### src/rtl/demux_1xn_reg.sv
// Registered 1-to-N demultiplexer with per-channel holding slots and valid/ack handshake.
// Optional broadcast write in addressed mode is enabled by defining DEMUX_BCAST_EN.
module demux_1xn_reg #(
    parameter int BITS     = 8,
    parameter int CHANNELS = 8,
    parameter int SEL_BITS = 3
) (
    input  logic                       clock,
    input  logic                       reset,
    input  logic [BITS-1:0]            in_data,
    input  logic                       in_valid,
    output logic                       in_ready,
    input  logic                       mode,
    input  logic [SEL_BITS-1:0]        sel,
    input  logic                       rr_clear,
    input  logic                       bcast,
    output logic [CHANNELS*BITS-1:0]   out_data,
    output logic [CHANNELS-1:0]        out_valid,
    input  logic [CHANNELS-1:0]        out_ack,
    output logic [SEL_BITS-1:0]        ptr,
    output logic                       err
);

    localparam logic [SEL_BITS:0]   NUM_CH  = (SEL_BITS+1)'(CHANNELS);
    localparam logic [SEL_BITS-1:0] LAST_CH = SEL_BITS'(CHANNELS - 1);

    logic [CHANNELS-1:0][BITS-1:0] data_q, data_d;
    logic [CHANNELS-1:0]           valid_q, valid_d;
    logic [SEL_BITS-1:0]           ptr_q, ptr_d;
    logic                          err_q, err_d;

    logic [SEL_BITS-1:0] tgt;
    logic                tgt_in_range;
    logic                tgt_full;
    logic                sel_oor;
    logic                normal_ready;
    logic                accept;

    assign tgt          = mode ? ptr_q : sel;
    assign tgt_in_range = {1'b0, tgt} < NUM_CH;
    assign sel_oor      = {1'b0, sel} >= NUM_CH;

    // Indexed through a loop so an out-of-range target never indexes past valid_q.
    always_comb begin
        tgt_full = 1'b0;
        for (int unsigned k = 0; k < CHANNELS; k++) begin
            if (tgt == SEL_BITS'(k)) tgt_full = valid_q[k];
        end
    end

    assign normal_ready = tgt_in_range & ~tgt_full;

`ifdef DEMUX_BCAST_EN
    logic bcast_act;
    assign bcast_act = ~mode & bcast;
    assign in_ready  = bcast_act ? ~|valid_q : normal_ready;
`else
    logic unused_bcast;
    assign unused_bcast = bcast;
    assign in_ready     = normal_ready;
`endif

    assign accept = in_valid & in_ready;

    always_comb begin
        data_d  = data_q;
        valid_d = valid_q & ~out_ack;
        ptr_d   = ptr_q;
        err_d   = err_q;

`ifdef DEMUX_BCAST_EN
        if (accept && bcast_act) begin
            data_d  = {CHANNELS{in_data}};
            valid_d = '1;
        end else
`endif
        if (accept) begin
            for (int unsigned k = 0; k < CHANNELS; k++) begin
                if (tgt == SEL_BITS'(k)) begin
                    data_d[k]  = in_data;
                    valid_d[k] = 1'b1;
                end
            end
        end

        if (accept && mode) begin
            ptr_d = (ptr_q == LAST_CH) ? '0 : ptr_q + 1'b1;
        end
        if (rr_clear) ptr_d = '0;

`ifdef DEMUX_BCAST_EN
        if (in_valid && !mode && !bcast_act && sel_oor) err_d = 1'b1;
`else
        if (in_valid && !mode && sel_oor) err_d = 1'b1;
`endif
    end

    always_ff @(posedge clock) begin
        if (reset) begin
            data_q  <= '0;
            valid_q <= '0;
            ptr_q   <= '0;
            err_q   <= 1'b0;
        end else begin
            data_q  <= data_d;
            valid_q <= valid_d;
            ptr_q   <= ptr_d;
            err_q   <= err_d;
        end
    end

    assign out_data  = data_q;
    assign out_valid = valid_q;
    assign ptr       = ptr_q;
    assign err       = err_q;

endmodule

### config.mk
export PLATFORM = sky130hd
export DESIGN_NAME = demux_1xn_reg
export DESIGN_NICKNAME = d
export VERILOG_FILES = /design/src/rtl/demux_1xn_reg.sv
export SDC_FILE = /design/constraint.sdc
export NUM_CORES = 1
export LEC_CHECK = 0
export CORE_MARGIN = 1.5
export CORE_UTILIZATION = 47
export CTS_BUF_LIST = sky130_fd_sc_hd__clkbuf_8
export DETAILED_ROUTE_END_ITERATION = 10
export PLACE_DENSITY = 0.94
export RECOVER_POWER = 100
export SETUP_SLACK_MARGIN = 0.4
export SLEW_MARGIN = 10
export SYNTH_ARGS = -nofsm -noshare
export SYNTH_HDL_FRONTEND = slang
export SYNTH_SLANG_ARGS = --single-unit
### constraint.sdc
create_clock -name clock -period 2.5 [get_ports clock]
set_input_delay 0.5 -clock clock [delete_from_list [all_inputs] [get_ports clock]]
set_output_delay 0.5 -clock clock [all_outputs]
set_load 0.02 [all_outputs]
==> summary.txt <==
Status
  • Status: complete, no violations

Floorplanning
  • Height of the die: 82.9 µm
  • Die area: 6880 µm²
  • Core area: 6060 µm²
  • Io pins: 102
  • Std cell rows: 28
  • Die X: 82.9 µm
  • Starting Density: 49.5%

Timing
  • FMAX: 428 MHz
  • Final setup violation count: 0
  • Setup_tns: 0 ns
  • Max-slew violations: 0
  • Slew @ Worst Pin: 0.746 ns
  • Rel. slew slack: 50.3%
  • Worst Skew: 0.00940 ns
  • Final worst slack: 0.165 ns
  • Final Cycle Share: 93.4%
  • RSZ-0062 raised after global routing: yes
  • Tmin final: 2.34 ns
  • Count of final hold-check violations: 0

Final layout
  • Fin area: 4370 µm²
  • Diode count: 0
  • Most frequent cells in the layout: nor2_1 (75), dlygate4sd3_1 (75), dfxtp_1 (74), mux2i_1 (67), clkdlybuf4s50_1 (18)
  • Fill count: 449
  • Area grow syn2layout: 45.5%
  • Final nets: 447
  • Layout cell share with drive strength beyond 1: 12.5%
  • Final core utilization: 72.1%

GRT
  • Total track usage: 24.3%
  • First-pass GRT wire length: 13300 µm
  • Vias in the first global route: 2635
  • Initial antenna violation count: 0
  • GRT overflow: 0
  • Pin count of the biggest net entering global routing: 73

Clock network
  • Clock Tree Buf Depth: 2
  • Htree depth: 3
  • CTS tree: built
  • CTS Sinks: 75
  • Cts hold-fix bufs: 0
  • Worst-path clk slew: 0.08 ns
  • Clock buffer count from CTS: 9
  • Clk root buf: clkbuf_8
  • Clk_lat worst skew: 0.33 ns

Logic synthesis
  • Synthesized cell area: 3000 µm²
  • Async S/R FF share, synth: 0%
  • Ys flop type: dfxtp_1
  • Syn nets: 335
  • Yosys warnings: 0
  • Post-synthesis sequential area ratio: 50.0%
  • Post-Syn Instances: 308
  • Synth top area cells: dfxtp_1 (50%), mux2i_1 (22%), nor2_1 (9.4%)
  • EDFF count, synth: 0
  • Top cell type's share of synthesized area: 50.0%
  • Synth Register Bits: 75
  • Avg Inst Size Synth: 9.75 µm²
  • Yosys cell types: 37
  • Yosys top cell by area: dfxtp_1

Critical path
  • CP Capture Type: output pin
  • Reg2reg setup slack: 0.29 ns
  • CP max-delay cell: mux2_4
  • Biggest cell delay along the critical path: 0.31 ns
  • Worst setup path end: in_ready
  • R2r endpoint: out_data[12]
  • Crit path launch type: input pin
  • CP Cell Sequence: clkdlybuf4s15_1, mux2_4, clkbuf_1, nor3_1, o21a_1, a31oi_4, buf_6
  • CP Max Fanout: 4
  • Worst r2r src: ptr[2]
  • Worst path arrival time: 1.84 ns
  • Crit path launch: sel[2]
  • Critical Path RT: 2.00 ns
  • Worst r2r path cells: 7
  • WS Path Type: in -> out

Drt
  • Avg WL per Cell: 16.3 µm
  • Initial DRT Pass Iterations: 4
  • Vias per cell: 5.17
  • DRC errors left: 0
  • Final ANT Viol Nets: 0
  • Vias: 2587
  • DR iter-0 viols: 111
  • Final wirelength: 8170 µm

Placed design
  • Post-DP HPWL: 5700 µm
  • I/O Buffers: 99
  • Pre-CTS setup slack: -0.718 ns
  • Routability Congestion: 0.877
  • Placed instance area: 4200 µm²

Run
  • # Max-Cap Violations: 0

Worst hold path
  • Worst Hold Class: reg -> reg
  • Hold path startpoint: out_data[21]

Power
  • Max IR drop VDD: 0.515 mV
  • P_leak: 1.92 nW
  • Pwr dens: 575 nW/µm²
  • Tot Pwr: 2.51 mW
==> area by class of cell <==
type,count,area [µm²],share of cell area (%)
timing repair buffer,127,1150,26.4
sequential,75,1500,34.4
clock inverter,4,47.5,1.09
clock buffer,12,165,3.78
tap,75,93.8,2.15
multi-input combinational,200,1380,31.6
inverter,7,26.3,0.601
==> report_power, final <==
group | leakage [nW] | switching [mW] | internal, mW
Combinational | 1.20 | 0.167 | 0.136
Clock | 0.108 | 0.430 | 0.540
Sequential | 0.607 | 0.0177 | 1.22
==> synth_stat cells (2+ instances only) <==
cell type  instances
nand2_1            5
inv_1              7
buf_4              5
mux2i_1           67
nor2_1            75
ha_1               2
o211ai_1           2
a21oi_1            9
clkbuf_1          16
and2_1             2
nand4_1            5
nand3_1            2
or3_2              2
mux2_4             2
buf_2              4
dfxtp_1           75
o21ai_0            2
nor3_1             7
==> worst max-delay path: cells and delay by family <==
family / cells / cell delay [ns]
compound gates: 2 / 0.26
buf+inv: 3 / 0.47
mux: 1 / 0.31
simple gates: 1 / 0.29
==> logic make-up after synthesis <==
logic type                 synth area share, %
AOI/OAI and AO/OA                         4.75
adders and majority gates                0.833
buffers and inverters                     5.17
DFF                                       50.0
muxes                                     23.7
other                                    0.125
and+or+nand+nor                           15.4
==> what timing repair did <==
action / 4_1_cts / 5_1_grt
gates resized for setup: 21 / 2
pin swaps: 4 / 3
setup endpoints to repair: 73 / 1
setup buffers: 1 / 2
==> through the flow <==
stage	cells	hold slack [ns]
final	500	0.491
after global routing	500	0.521
after floorplan	308	0.568
after detailed placement	481	0.479
after global placement	481	0.472
after CTS	498	0.499
==> flip-flops by register name, indices dropped and copies added, names as in the netlist <==
register   cells
out_valid      8
ptr            3
out_data      64
==> how the worst min path moves through the flow <==
stage	end	slack, ns	cells past startpoint
after floorplan	out_valid[6]	0.57	2
after global placement	out_data[44]	0.47	2
after detailed placement	out_data[25]	0.48	2
after CTS	out_data[25]	0.50	2
after global routing	out_data[13]	0.52	2
final	out_data[21]	0.49	2
==> layer usage <==
metal	vias up	track usage [%]	wire, µm
li1	1255	-	-
met1	1246	30.2	3650
met2	79	40.9	3990
met3	7	5.86	417
met4	0	8.64	108
met5	-	0	0
Power figures use the tool's default switching activity.
